$ cat src/rtl/motor_pwm_ctrl.sv
// motor_pwm_ctrl: soft-start/soft-stop sequencer for the motor PWM driver.
// Ramps the driver high count toward a clamped target one step per ramp tick.
// Counts change only right after a rising edge of the fed-back pwm output.
// An external fault or a missing-feedback watchdog shuts the driver off at once.
module motor_pwm_ctrl #(
  parameter int unsigned PERIOD       = 1000,
  parameter int unsigned MIN_HIGH     = 4,
  parameter int unsigned STEP         = 1,
  parameter int unsigned RAMP_PERIODS = 50,
  parameter int unsigned WDOG_CYCLES  = 2*PERIOD+8
) (
  input  logic        clk,
  input  logic        rst_n,
  input  logic        start,
  input  logic        stop,
  input  logic [15:0] target_high,
  input  logic        fault,
  input  logic        fault_clr,
  input  logic        pwm_fb,
  output logic        pwm_en,
  output logic [15:0] high_cnt,
  output logic [15:0] low_cnt,
  output logic        at_speed,
  output logic        busy,
  output logic [1:0]  fault_code
);

  localparam int unsigned WD_W = $clog2(WDOG_CYCLES + 1);
  localparam int unsigned TK_W = (RAMP_PERIODS > 1) ? $clog2(RAMP_PERIODS) : 1;

  localparam logic [15:0]     P16     = 16'(PERIOD);
  localparam logic [15:0]     MIN16   = 16'(MIN_HIGH);
  localparam logic [15:0]     MAX16   = 16'(PERIOD - MIN_HIGH);
  localparam logic [15:0]     STEP16  = 16'(STEP);
  localparam logic [TK_W-1:0] TK_LAST = TK_W'(RAMP_PERIODS - 1);
  localparam logic [WD_W-1:0] WD_LAST = WD_W'(WDOG_CYCLES - 1);

  localparam logic [1:0] FC_NONE = 2'd0;
  localparam logic [1:0] FC_EXT  = 2'd1;
  localparam logic [1:0] FC_WDOG = 2'd2;

  typedef enum logic [3:0] {
    S_IDLE  = 4'b0001,
    S_RUN   = 4'b0010,
    S_STOP  = 4'b0100,
    S_FAULT = 4'b1000
  } state_t;

  state_t          r_state;
  state_t          w_state_nxt;
  logic            r_fb_q;
  logic [TK_W-1:0] r_tick_cnt;
  logic [WD_W-1:0] r_wd_cnt;
  logic [15:0]     r_high;
  logic            r_at_speed;
  logic [1:0]      r_fcode;

  logic            w_active;
  logic            w_nxt_active;
  logic            w_run_entry;
  logic            w_bnd;
  logic            w_tick;
  logic            w_wd_exp;
  logic [15:0]     w_tgt;
  logic [15:0]     w_high_nxt;
  logic [1:0]      w_fcode_nxt;

  // Limit the commanded count so neither PWM phase drops below MIN_HIGH.
  function automatic logic [15:0] f_clamp(input logic [15:0] v);
    if (v < MIN16)      return MIN16;
    else if (v > MAX16) return MAX16;
    else                return v;
  endfunction

  // Move cur toward goal by at most STEP, landing exactly on goal.
  function automatic logic [15:0] f_ramp(input logic [15:0] cur, input logic [15:0] goal);
    logic [15:0] diff;
    if (cur < goal) begin
      diff = goal - cur;
      return (diff < STEP16) ? goal : cur + STEP16;
    end else begin
      diff = cur - goal;
      return (diff < STEP16) ? goal : cur - STEP16;
    end
  endfunction

  assign w_tgt        = f_clamp(target_high);
  assign w_active     = (r_state == S_RUN) || (r_state == S_STOP);
  assign w_nxt_active = (w_state_nxt == S_RUN) || (w_state_nxt == S_STOP);
  assign w_run_entry  = (r_state == S_IDLE) && (w_state_nxt == S_RUN);
  assign w_bnd        = pwm_fb & ~r_fb_q;
  assign w_tick       = w_active && w_bnd && (r_tick_cnt == TK_LAST);
  // A boundary this cycle restarts the watchdog, so it cannot expire with it.
  assign w_wd_exp     = w_active && !w_bnd && (r_wd_cnt >= WD_LAST);

  // State register.
  always_ff @(posedge clk or negedge rst_n) begin
    if (!rst_n) r_state <= S_IDLE;
    else        r_state <= w_state_nxt;
  end

  // Next state and fault code; external fault outranks watchdog, then stop, then start.
  always_comb begin
    w_state_nxt = r_state;
    w_fcode_nxt = r_fcode;
    case (r_state)
      S_IDLE: begin
        if (fault) begin
          w_state_nxt = S_FAULT;
          w_fcode_nxt = FC_EXT;
        end else if (start && !stop) begin
          w_state_nxt = S_RUN;
        end
      end
      S_RUN: begin
        if (fault) begin
          w_state_nxt = S_FAULT;
          w_fcode_nxt = FC_EXT;
        end else if (w_wd_exp) begin
          w_state_nxt = S_FAULT;
          w_fcode_nxt = FC_WDOG;
        end else if (stop) begin
          w_state_nxt = S_STOP;
        end
      end
      S_STOP: begin
        if (fault) begin
          w_state_nxt = S_FAULT;
          w_fcode_nxt = FC_EXT;
        end else if (w_wd_exp) begin
          w_state_nxt = S_FAULT;
          w_fcode_nxt = FC_WDOG;
        end else if (start && !stop) begin
          w_state_nxt = S_RUN;
        end else if (w_bnd && (r_high == MIN16)) begin
          w_state_nxt = S_IDLE;
        end
      end
      S_FAULT: begin
        if (fault_clr && !fault) begin
          w_state_nxt = S_IDLE;
          w_fcode_nxt = FC_NONE;
        end
      end
      default: begin
        w_state_nxt = S_IDLE;
        w_fcode_nxt = FC_NONE;
      end
    endcase
  end

  // Next high count: forced to the minimum when stopped, else stepped on ramp ticks.
  always_comb begin
    w_high_nxt = r_high;
    if ((w_state_nxt == S_IDLE) || (w_state_nxt == S_FAULT))
      w_high_nxt = MIN16;
    else if (w_tick)
      w_high_nxt = f_ramp(r_high, (r_state == S_RUN) ? w_tgt : MIN16);
  end

  // Feedback edge detector, ramp-tick and watchdog counters, counts and status.
  always_ff @(posedge clk or negedge rst_n) begin
    if (!rst_n) begin
      r_fb_q     <= 1'b0;
      r_tick_cnt <= '0;
      r_wd_cnt   <= '0;
      r_high     <= MIN16;
      r_at_speed <= 1'b0;
      r_fcode    <= FC_NONE;
    end else begin
      r_fb_q  <= pwm_fb;
      r_high  <= w_high_nxt;
      r_fcode <= w_fcode_nxt;
      r_at_speed <= (w_state_nxt == S_RUN) && (w_high_nxt == w_tgt);
      if (!w_nxt_active || w_run_entry)
        r_tick_cnt <= '0;
      else if (w_bnd)
        r_tick_cnt <= (r_tick_cnt == TK_LAST) ? '0 : r_tick_cnt + TK_W'(1);
      if (!w_nxt_active || w_run_entry || w_bnd)
        r_wd_cnt <= '0;
      else
        r_wd_cnt <= r_wd_cnt + WD_W'(1);
    end
  end

  assign pwm_en     = w_active;
  assign busy       = w_active;
  assign high_cnt   = r_high;
  assign low_cnt    = P16 - r_high;
  assign at_speed   = r_at_speed;
  assign fault_code = r_fcode;

endmodule

$ cat config.mk
export PLATFORM = sky130hd
export DESIGN_NAME = motor_pwm_ctrl
export DESIGN_NICKNAME = d
export VERILOG_FILES = /design/src/rtl/motor_pwm_ctrl.sv
export SDC_FILE = /design/constraint.sdc
export NUM_CORES = 1
export LEC_CHECK = 0
export ABC_AREA = 1
export BUFFER_PORTS_ARGS = -buffer_cell sky130_fd_sc_hd__buf_2
export CORE_MARGIN = 8
export CORE_UTILIZATION = 30
export DETAILED_ROUTE_END_ITERATION = 8
export PLACE_DENSITY_LB_ADDON = 0.12
export SLEW_MARGIN = 0
export SYNTH_ARGS = -nofsm -noshare
export SYNTH_HDL_FRONTEND = slang
export SYNTH_SLANG_ARGS = --single-unit
$ cat constraint.sdc
create_clock -name clk -period 10.2 [get_ports clk]
set_clock_uncertainty 0.1 [all_clocks]
set_input_delay 0.51 -clock clk [delete_from_list [all_inputs] [get_ports clk]]
set_output_delay 0.51 -clock clk [all_outputs]
set_load 0.02 [all_outputs]
* Word-level counts from Yosys, hierarchy flattened
Index checks and enable logic that the tools add are counted.
** Word-level totals
- Register bits after elaboration :: 41
- Bits of input ports :: 23
- Output and inout port bits :: 37
** Operators by class
- Add/sub/neg operators :: 7
- $lt $le $gt $ge :: 6
- Eq/ne operators :: 14
- Mux-type cells :: 28
- Bitwise logic cells :: 2
- Reduce and logical (&&, ||, !) cells :: 21
** Operators with widths (number)
- $mux W16 :: 8
- $mux W4 :: 10
- $lt A16 B1 Y1 const B :: 2
- $sub A16 B16 Y16 :: 2
- $mux W6 :: 3
- $add A16 B1 Y16 const B :: 1
- $eq A16 B16 Y1 :: 1
- $eq A16 B3 Y1 const B :: 1
- $gt A16 B10 Y1 const B :: 1
- $lt A16 B16 Y1 :: 1
- $lt A16 B3 Y1 const B :: 1
- $pmux W4 S4 :: 1
- $sub A10 B16 Y16 const A :: 1
- $sub A16 B1 Y16 const B :: 1
- $add A11 B1 Y11 const B :: 1
- $ge A11 B11 Y1 const B :: 1
- $mux W11 :: 1
- $logic_and A1 B1 Y1 :: 9
- $eq A4 B1 Y1 const B :: 2
- $eq A4 B2 Y1 const B :: 2
- $eq A4 B3 Y1 const B :: 2
- $eq A4 B4 Y1 const B :: 2
- $mux W2 :: 4
- $add A6 B1 Y6 const B :: 1
- other kinds (11) :: 19

* Longest topological paths before layout
Gate-level depths: netlist of run 1.
- Depth in word-level cells :: 14
- Gate-level depth with buffers :: 35
- Depth with buffers taken out :: 34

* Worst setup path before layout of run 1
Ideal clock, no wire load.
- Path kind :: input to register
- From :: input target_high[13]
- To :: register r_at_speed, in the netlist at_speed
- Arrival time :: 3735 ps
- Required time :: 10029 ps
- Setup slack :: 6294 ps
- Stages on the path :: 33
- Cells stage by stage :: nor2_1 nand2_2 nor2_8 nand2_2 nor2_1 inv_1 nand2_1 inv_1 ha_1 nand2_1 nor2_1 inv_1 nor3_1 nand2_2 nand2_2 nand2_1 nand2_1 xor2_1 inv_1 nor2_4 nand2_4 buf_6 nand2_1 nand3_1 nand2_1 inv_1 nand2_1 nand2_1 nand2_1 nand2_1 nor2_1 nand3_1 nor2_1
** On the way
- Cells in the longest elaborated chain, start to end :: 12
** Ends and longest elaborated chain
- start: declaration :: line 16 : input logic [15:0] target_high,
- $gt A16 B10 Y1 :: line 71 : else if (v > MAX16) return MAX16;
- $mux W16 :: line 71
- $mux W16 * :: line 70 : if (v < MIN16) return MIN16;
- $mux W16 :: line 158 : w_high_nxt = f_ramp(r_high, (r_state == S_RUN) ? w_tgt : MIN16);
- $sub A16 B16 Y16 (on tied branches) :: line 82, 79
- $lt A16 B1 Y1 (on tied branches) :: line 83, 80
- $mux W16 (on tied branches) :: line 83, 80
- $mux W16 :: line 78 : if (cur < goal) begin
- $mux W16 :: line 157 : else if (w_tick)
- $mux W16 :: line 155 : if ((w_state_nxt == S_IDLE) || (w_state_nxt == S_FAULT))
- $eq A16 B16 Y1 * :: line 174 : r_at_speed <= (w_state_nxt == S_RUN) && (w_high_nxt == w_tgt);
- $logic_and A1 B1 Y1 * :: line 174
- end signal: assignment :: line 174
- end: declaration :: line 55 : logic r_at_speed;
Mark *: on every way between the ends. The rest lies on a longest branch, timed or not.
A chain may end at the register's enable or synchronous reset.

* Worst setup path after layout of run 1
Same ends and word-level chain as after synthesis.

==> flow_summary.ini, run 1 <==
[outcome]
status = completed

[power]
report.power.total_w = 0.000533
pwr-share-clk = 0.359
power_frac_seq = 0.327
p_int_w = 0.000333
power.leakage_nw = 3.57
power.density_nw_per_um2 = 85.2
p_sw_frac = 0.374
switchingPower_w = 0.000199
pwr-share-comb = 0.314
vdd_ir_drop_max_v = 0.0000931

[worst_hold_path]
min_from = pwm_fb
hold_depth = 1
min_to = r_fb_q
hold_path.class = primary input to register

[clocking]
cts_hold_buf = 0
clkSinkCount = 41
root_buffer = clkbuf_16
clock_latency_ns = 0.29
cts_resized = 0
cts.path.max_buffers = 2
path_clk_slew_ns = 0.07
cts_tree = yes
post_cts.repair.setup_buffers = 0
h-tree-depth = 2
cts_buffers = 5

[placed_design]
dpl.hpwl_um = 16000
place_congestion = 0.876
io_buffers = 59

[global_routing]
grt_pass1_vias = 5958
grt_util_all_layers = 0.167
grt_pass1_wl_um = 31700
antenna_found_initial = 0
grt_overflow = 0
grt_max_degree = 42

[synthesis]
yosys_warnings = 0
syn_area_per_cell_um2 = 5.75
synthAdderAreaFrac = 0.0677
async_reset_ff_frac = 1.00
synth_area_um2 = 5540
synthesis.instances = 964
yosysMostFrequentCell = nand2_1
ys_seq_area_frac = 0.186
ys_types = 47
synth.area.mux_share = 0
yosys.area_share.simple = 0.463
synth_top_family_by_area = simple AND/OR/NAND/NOR gates
ys_seq_elements = 41
synth_xor_area_frac = 0.0600
synth_area_leaders = nand2_1, dfrtp_1, inv_1
netlist.area_leader.share = 0.187
synth_common_cells = nand2_1, inv_1, nor2_1, nand3_1, a21oi_1
synth_edf_count = 0
synth_ff_type = dfrtp_1
synth-compound-area-share = 0.0939
yosys.area.top_type = nand2_1

[floorplan]
pin_count = 60
die_y_um = 152
core-area_um2 = 18000
dieArea_um2 = 23100
die_w_um = 152
initial_core_util = 0.308
rows = 49

[setup_path]
arrival_ns = 5.04
worstSetupStartpointType = primary input
reg2regPathDepth = 29
cp_max_fo = 17
rr_endpoint = at_speed
worstSetupEndpointType = register
critPathRequiredTime_ns = 10.32
crit_slowest_cell = ha_1
r2r-start = r_state[0]
cpPeakStageDelay_ns = 0.46
rrSetupSlack_ns = 5.50
cpMostUsedCell = nand2_1
setup.worst_path.start = target_high[13]
critical_path_class = primary input to register

[finish]
area_delta_synth_final_pct = 12.8
fin_util = 0.347
antenna_cells = 0
final_nets = 1075
drive_above_1_share = 0.101

[timing]
rsz0062_at_grt = no
finalSetupTns_ns = 0
setup_viol = 0
worst_slew_pin_slew_ns = 1.02
fmax_mhz = 203
fin_crit_sh = 0.482
slew_headroom = 0.322
layout_min_cycle_time_ns = 4.92
drv_slew = 0
hold_violations = 0

[detailed_routing]
routed_wl_um = 19900
wl_met3_um = 696
wl_per_cell_um = 15.9
drt_iter0_drc = 284
drcViolationCount = 0
ant_nets = 0
wl_met1_um = 9210
via_count = 6139
viasPerCell = 4.90
wl_met2_um = 9720
top_signal_layer_used = met4
first_pass_iters = 4

[run]
max_cap_violations = 0
==> worst max-delay path: cells and delay by family <==
kind	cells	cell delay [ns]
XOR/XNOR	1	0.16
AND/OR/NAND/NOR	25	3.34
adder cells (fa/ha/maj)	1	0.46
buffers and inverters	6	0.55
==> area by class of cell <==
| type | count | area, um^2 |
|---|---|---|
| Fill cell | 2098 | 11800 |
| Multi-Input combinational cell | 749 | 3830 |
| Sequential cell | 41 | 1030 |
| Inverter | 163 | 612 |
| Timing Repair Buffer | 62 | 318 |
| Tap cell | 229 | 287 |
| Clock buffer | 5 | 125 |
| Clock inverter | 3 | 46.3 |
==> cells in the final DEF (no fill, tap or decap), types with 9 or more instances in the layout <==
cell      Yosys  routed
a21oi_1      50      50
buf_2         4      59
conb_1        2      11
dfrtp_1      39      39
ha_1         30      30
inv_1       152     152
nand2_1     276     276
nand3_1     110     110
nand3b_1      9       9
nand4_1      18      18
nor2_1      112     112
nor3_1       19      19
o21ai_0      24      24
xor2_1       37      37
==> worst max-delay path by stage <==
stage / endpoint
5_1_grt: at_speed
3_5_place_dp: at_speed
4_1_cts: at_speed
2_1_floorplan: at_speed
3_3_place_gp: at_speed
6_report: at_speed
==> logic make-up after synthesis <==
| logic type | Yosys count |
|---|---|
| fa+ha+maj | 30 |
| other cells | 2 |
| flops | 41 |
| simple gates | 576 |
| compound gates | 94 |
| xor+xnor | 38 |
| buf+inv | 183 |
==> stage by stage <==
| stage | cell area (um^2) | std cells | setup slack, ns | hold WS (ns) |
|---|---|---|---|---|
| finish | 6250 | 1252 | 5.28 | 0.246 |
| global route | 6250 | 1252 | 4.80 | 0.237 |
| CTS | 6250 | 1252 | 5.31 | 0.240 |
| detailed placement | 6080 | 1244 | 5.02 | 0.363 |
| global placement | 6080 | 1244 | 4.97 | 0.356 |
| floorplan | 5580 | 973 | 6.29 | 0.114 |
==> power by group through the flow <==
| stage | clock [W] | sequential (W) | combinational [W] |
|---|---|---|---|
| after CTS | 0.000196 | 0.000174 | 0.000167 |
| after detailed placement | 0 | 0.000177 | 0.000166 |
| after floorplan | 0 | 0.000179 | 0.000115 |
| after global routing | 0.000203 | 0.000175 | 0.000189 |
| final | 0.000191 | 0.000174 | 0.000167 |
| after global placement | 0 | 0.000177 | 0.000167 |
==> sequential cells by signal (all words and copies together), names as in the netlist <==
register / count
at_speed: 1
r_fb_q: 1
r_tick_cnt: 6
high_cnt: 16
r_wd_cnt: 11
fault_code: 2
r_state: 4
==> per-layer routing <==
| layer | vias to the layer above | GRT usage |
|---|---|---|
| met2 | 119 | 0.295 |
| li1 | 3177 | - |
| met4 | 0 | 0.0387 |
| met5 | - | 0 |
| met1 | 2829 | 0.213 |
| met3 | 14 | 0.0167 |
Note: power is estimated with default switching activity, not from simulation.
==> run 2: changes to the inputs <==
==> constraint.sdc (replaced) <==
create_clock -name clk -period 4.7 [get_ports clk]
set_clock_uncertainty 0.1 [all_clocks]
set_input_delay 0.235 -clock clk [delete_from_list [all_inputs] [get_ports clk]]
set_output_delay 0.235 -clock clk [all_outputs]
set_load 0.02 [all_outputs]
==> run 2 against run 1 <==
Net effect:
- flip-flop and latch count unchanged
- register-to-register slack got worse by 5.0 ns
- critical path depth decreased by 11
- sequential share of layout area is 0.65 points lower
- non-clock buffer count is 31 higher
- total power grew 120%
- global-route usage down 0.19 points
- clock-buffer cell count increased by 1
- hold slack worse by 0.24 ns
- combinational power grew 120%
- setup slack got worse by 4.8 ns
- critical path type is now register to register
- largest cell class unchanged
==> flow_summary.ini, run 2 (synthesis gave the netlist of run 1 again) <==
[clocking]
clock_latency_ns = 0.29
h-tree-depth = 2
path_clk_slew_ns = 0.07
cts_tree = yes
cts.path.max_buffers = 2
cts_buffers = 5
root_buffer = clkbuf_16
clkSinkCount = 41

[setup_path]
worstSetupStartpointType = register
arrival_ns = 4.30
cpMostUsedCell = nand2_1
crit_slowest_cell = ha_1
rr_endpoint = at_speed
worstSetupEndpointType = register
reg2regPathDepth = 22
critical_path.top_delay_family = simple AND/OR/NAND/NOR gates
critPathRequiredTime_ns = 4.82
critical_path_class = register to register
cp_max_fo = 17
cp_cell_sequence = nor2_1, nand3_2, inv_2, buf_4, nand2_1, ha_1, nand2_1, nor4_1, nand2_1, nand2_1, nand2_1, nand2_1, clkinv_1, nand3b_1, nand2_1, nand2_1, nand2_1, nor2_1, nand2_1, nor2_1, nand3_1, nor2_1
cpPeakStageDelay_ns = 0.43
rrSetupSlack_ns = 0.52
cp_num_buf_inv = 3
r2r-start = r_state[2]

[floorplan]
dieArea_um2 = 23100
core-area_um2 = 18000
pin_count = 60
die_w_um = 152
die_y_um = 152
initial_core_util = 0.308
rows = 49

[finish]
multiInputGateArea_um2 = 3840
seqCellArea_um2 = 1030
antenna_cells = 0
final_cell_mix = nand2_1, inv_1, nor2_1, nand3_1, buf_2
drive_above_1_share = 0.128
area_delta_synth_final_pct = 17.4
largest_reg_flops = 16
final_nets = 1106
fillCellCount = 2082
layout.cells.most_common = nand2_1

[global_routing]
antenna_found_initial = 0
grt_pass1_vias = 6142
grt_pass1_wl_um = 31700
grt_overflow = 0
grt_max_degree = 42
grt_util_all_layers = 0.165

[detailed_routing]
routed_wl_um = 19600
via_count = 6134
wl_per_cell_um = 15.3
viasPerCell = 4.78
drcViolationCount = 0
drt_iter0_drc = 326
ant_nets = 0
first_pass_iters = 4

[timing]
whs_ns = 0.00543
rsz0062_at_grt = no
finalSetupTns_ns = 0
fmax_mhz = 240
setup_viol = 0
finalWorstSetupSlack_ns = 0.525
worst_slew_pin_slew_ns = 0.985
slew_headroom = 0.343
hold_violations = 0
layout_min_cycle_time_ns = 4.18
drv_slew = 0
fin_crit_sh = 0.888

[outcome]
status = completed

[power]
vdd_ir_drop_max_v = 0.000289
power.leakage_nw = 3.72
power.density_nw_per_um2 = 179
report.power.total_w = 0.00116

[run]
max_cap_violations = 0

[placed_design]
dpl.hpwl_um = 16200
io_buffers = 59
pre_cts_ws_ns = 0.156
place_congestion = 0.886

[worst_hold_path]
hold_path.class = primary input to asynchronous set/reset pin
==> run 2: cell types whose count changed in the layout (fill, tap and decap cells not counted) <==
cell	change
buf_4	+29
clkbuf_8	+1
ha_2	+1
nor2_1	-1
clkinv_4	-1
ha_1	-1
dlygate4sd3_1	+1
nor2_2	+1
buf_12	+1
==> run 2: area by class of cell <==
cell class,instances,area share
Clock buffer,6,0.0213
Clock inverter,2,0.00577
Inverter,163,0.0940
Multi-Input combinational cell,749,0.590
Sequential cell,41,0.158
Tap cell,229,0.0440
Timing Repair Buffer,93,0.0869
==> run 2: routing by layer <==
layer	wire, um	GRT usage	share of wire
met5	0	0	0
met4	182	0.0288	0.0093
met3	615	0.0155	0.031
met2	9530	0.296	0.49
met1	9260	0.210	0.47
==> run 2: how the worst max path moves through the flow <==
stage	from	to	slack, ns	cells past startpoint
finish	r_state[2]	at_speed	0.52	22
floorplan	r_state[0]	at_speed	1.04	31
global route	r_state[2]	at_speed	0.02	27
global placement	target_high[13]	at_speed	0.11	32
CTS	target_high[14]	at_speed	0.44	32
detailed placement	target_high[14]	at_speed	0.16	32
==> run 2: power breakdown <==
group / switching [W] / internal [W] / total, W
sequential: 0.00000861 / 0.000370 / 0.000379
combinational: 0.000258 / 0.000109 / 0.000366
clock: 0.000152 / 0.000265 / 0.000418
==> run 2: worst reg2reg max path, cell delays in order, from the launching register on <==
cell and delay, ns:
dfrtp_1 0.40, nor2_1 0.17, nand3_2 0.10, inv_2 0.13, buf_4 0.20, nand2_1 0.13
ha_1 0.43, nand2_1 0.18, nor4_1 0.37, nand2_1 0.13, nand2_1 0.13, nand2_1 0.07
nand2_1 0.10, clkinv_1 0.43, nand3b_1 0.29, nand2_1 0.07, nand2_1 0.08, nand2_1 0.05
nor2_1 0.17, nand2_1 0.07, nor2_1 0.12, nand3_1 0.10, nor2_1 0.10
==> run 2: repair_timing <==
action / 4_1_cts / 5_1_grt
hold endpoints to repair: 1 / 0
hold buffers: 1 / 0
gates resized for setup: 0 / 2
setup endpoints to repair: 0 / 1
buffers inserted: 0 / 0
==> run 2: metrics by stage <==
stage               instance area, um^2  utilization  cells
global placement                   6320        0.350   1274
floorplan                          5580            -    973
finish                             6510        0.361   1283
CTS                                6500        0.361   1283
detailed placement                 6320        0.350   1274
global route                       6510        0.361   1283
==> run 3: changes to the inputs <==
--- a/config.mk
+++ b/config.mk
@@ -10,7 +10,6 @@
 export CORE_MARGIN = 8
 export CORE_UTILIZATION = 30
 export DETAILED_ROUTE_END_ITERATION = 8
-export PLACE_DENSITY_LB_ADDON = 0.12
 export SLEW_MARGIN = 0
 export SYNTH_ARGS = -nofsm -noshare
 export SYNTH_HDL_FRONTEND = slang
==> run 3 against run 2 <==
Net effect:
- the flow now finishes with violations (negative hold slack)
- fmax decreased by 0.96%
- flip-flop and latch count unchanged
- total power increased by 3.1%
- critical path type is now primary input to register
- critical endpoint unchanged
==> flow_summary.ini, run 3 (synthesis gave the netlist of run 1 again) <==
[placed_design]
place_area_um2 = 6170
dpl.hpwl_um = 15600
io_buffers = 59
dpl.cell_count = 1256
place_congestion = 0.895

[floorplan]
initial_core_util = 0.308
dieArea_um2 = 23100
pin_count = 60
rows = 49
core-area_um2 = 18000
die_w_um = 152
die_y_um = 152

[global_routing]
grt_pass1_wl_um = 30500
grt_util_all_layers = 0.158
grt_max_degree = 42
antenna_found_initial = 0
grt_overflow = 0
grt_pass1_vias = 5911

[power]
p_int_w = 0.000783
power.leakage_nw = 3.65
vdd_ir_drop_max_v = 0.000194
pwr-share-comb = 0.305
pwr-share-clk = 0.379
power.density_nw_per_um2 = 188
switchingPower_w = 0.000415
power_frac_seq = 0.316
p_sw_frac = 0.347
report.power.total_w = 0.00120

[detailed_routing]
first_pass_iters = 5
via_count = 6144
viasPerCell = 4.86
drcViolationCount = 0
routed_wl_um = 18700
drt_iter0_drc = 299
ant_nets = 0
wl_per_cell_um = 14.8

[clocking]
cts_tree = yes
path_clk_slew_ns = 0.06
clkSinkCount = 41
cts_buffers = 5
h-tree-depth = 2
post_cts.repair.setup_buffers = 0
root_buffer = clkbuf_16
clock_latency_ns = 0.29
cts.path.max_buffers = 2

[finish]
layout.cells.non_filler = 1265
drive_above_1_share = 0.111
area_delta_synth_final_pct = 15.0
largest_reg_flops = 16
final_cell_mix = nand2_1, inv_1, nor2_1, nand3_1, buf_2
final_nets = 1088
final_cell_area_um2 = 6370
fillCellCount = 2075
antenna_cells = 0
layout.cells.most_common = nand2_1

[timing]
slew_headroom = 0.376
fmax_mhz = 237
rsz0062_at_grt = no
hold_violations = 23
setup_viol = 0
fin_crit_sh = 0.897
worst_slew_pin_slew_ns = 0.936
layout_min_cycle_time_ns = 4.22
drv_slew = 0
finalSetupTns_ns = 0
whs_ns = -0.0123

[outcome]
status = finished, violations left
violations = negative hold slack

[setup_path]
cpPeakStageDelay_ns = 0.42
reg2regPathDepth = 28
worstSetupEndpointType = register
rr_endpoint = at_speed
cp_max_fo = 17
r2r-start = r_state[0]
arrival_ns = 4.34
crit_slowest_cell = ha_1
rrSetupSlack_ns = 0.50
cpMostUsedCell = nand2_1
critPathRequiredTime_ns = 4.82
critical_path_class = primary input to register
worstSetupStartpointType = primary input

[worst_hold_path]
hold_path.class = primary input to asynchronous set/reset pin

[run]
max_cap_violations = 0
==> run 3: area by class of cell <==
class	instances	area (um^2)	area share
Sequential cell	41	1030	0.161
Clock inverter	3	68.8	0.0108
Clock buffer	5	125	0.0196
Multi-Input combinational cell	749	3830	0.602
Timing Repair Buffer	75	418	0.0656
Tap cell	229	287	0.0450
Inverter	163	612	0.0960
==> run 3: how the worst max path moves through the flow <==
stage | from | endpoint | slack (ns) | cells past startpoint
2_1_floorplan | r_state[0] | at_speed | 1.04 | 31
3_3_place_gp | target_high[13] | at_speed | 0.16 | 32
3_5_place_dp | target_high[3] | at_speed | 0.22 | 31
4_1_cts | target_high[3] | at_speed | 0.52 | 31
5_1_grt | target_high[3] | at_speed | 0.05 | 32
6_report | target_high[13] | at_speed | 0.48 | 32
==> run 3: timing repair <==
| action | CTS | global route |
|---|---|---|
| gates resized for setup | 0 | 0 |
| hold buffers | 1 | 0 |
| hold endpoints to repair | 1 | 0 |
==> run 3: power by group through the flow <==
stage,clock network (W),registers [W],logic (W)
finish,0.000454,0.000379,0.000365
global route,0.000474,0.000380,0.000409
CTS,0.000465,0.000379,0.000361
detailed placement,0,0.000385,0.000357
global placement,0,0.000385,0.000358
floorplan,0,0.000389,0.000249
==> run 3: metal layers <==
| metal | up-vias | global-route usage | part of all wire |
|---|---|---|---|
| met5 | - | 0 | 0 |
| met4 | 0 | 0.0401 | 0.016 |
| met1 | 2771 | 0.204 | 0.46 |
| met3 | 18 | 0.0206 | 0.055 |
| met2 | 167 | 0.270 | 0.47 |
| li1 | 3188 | - | - |
==> run 3: metrics by stage <==
step	util	setup slack [ns]
final	0.354	0.484
after global routing	0.354	0.0546
after CTS	0.354	0.520
after detailed placement	0.342	0.223
after global placement	0.342	0.164
after floorplan	-	1.04
==> run 3: critical path: cells and delay by family <==
family	cells	cell delay, ns
buffers and inverters	5	0.39
AOI/OAI and AO/OA	2	0.40
and+or+nand+nor	24	2.88
adders and majority gates	1	0.42
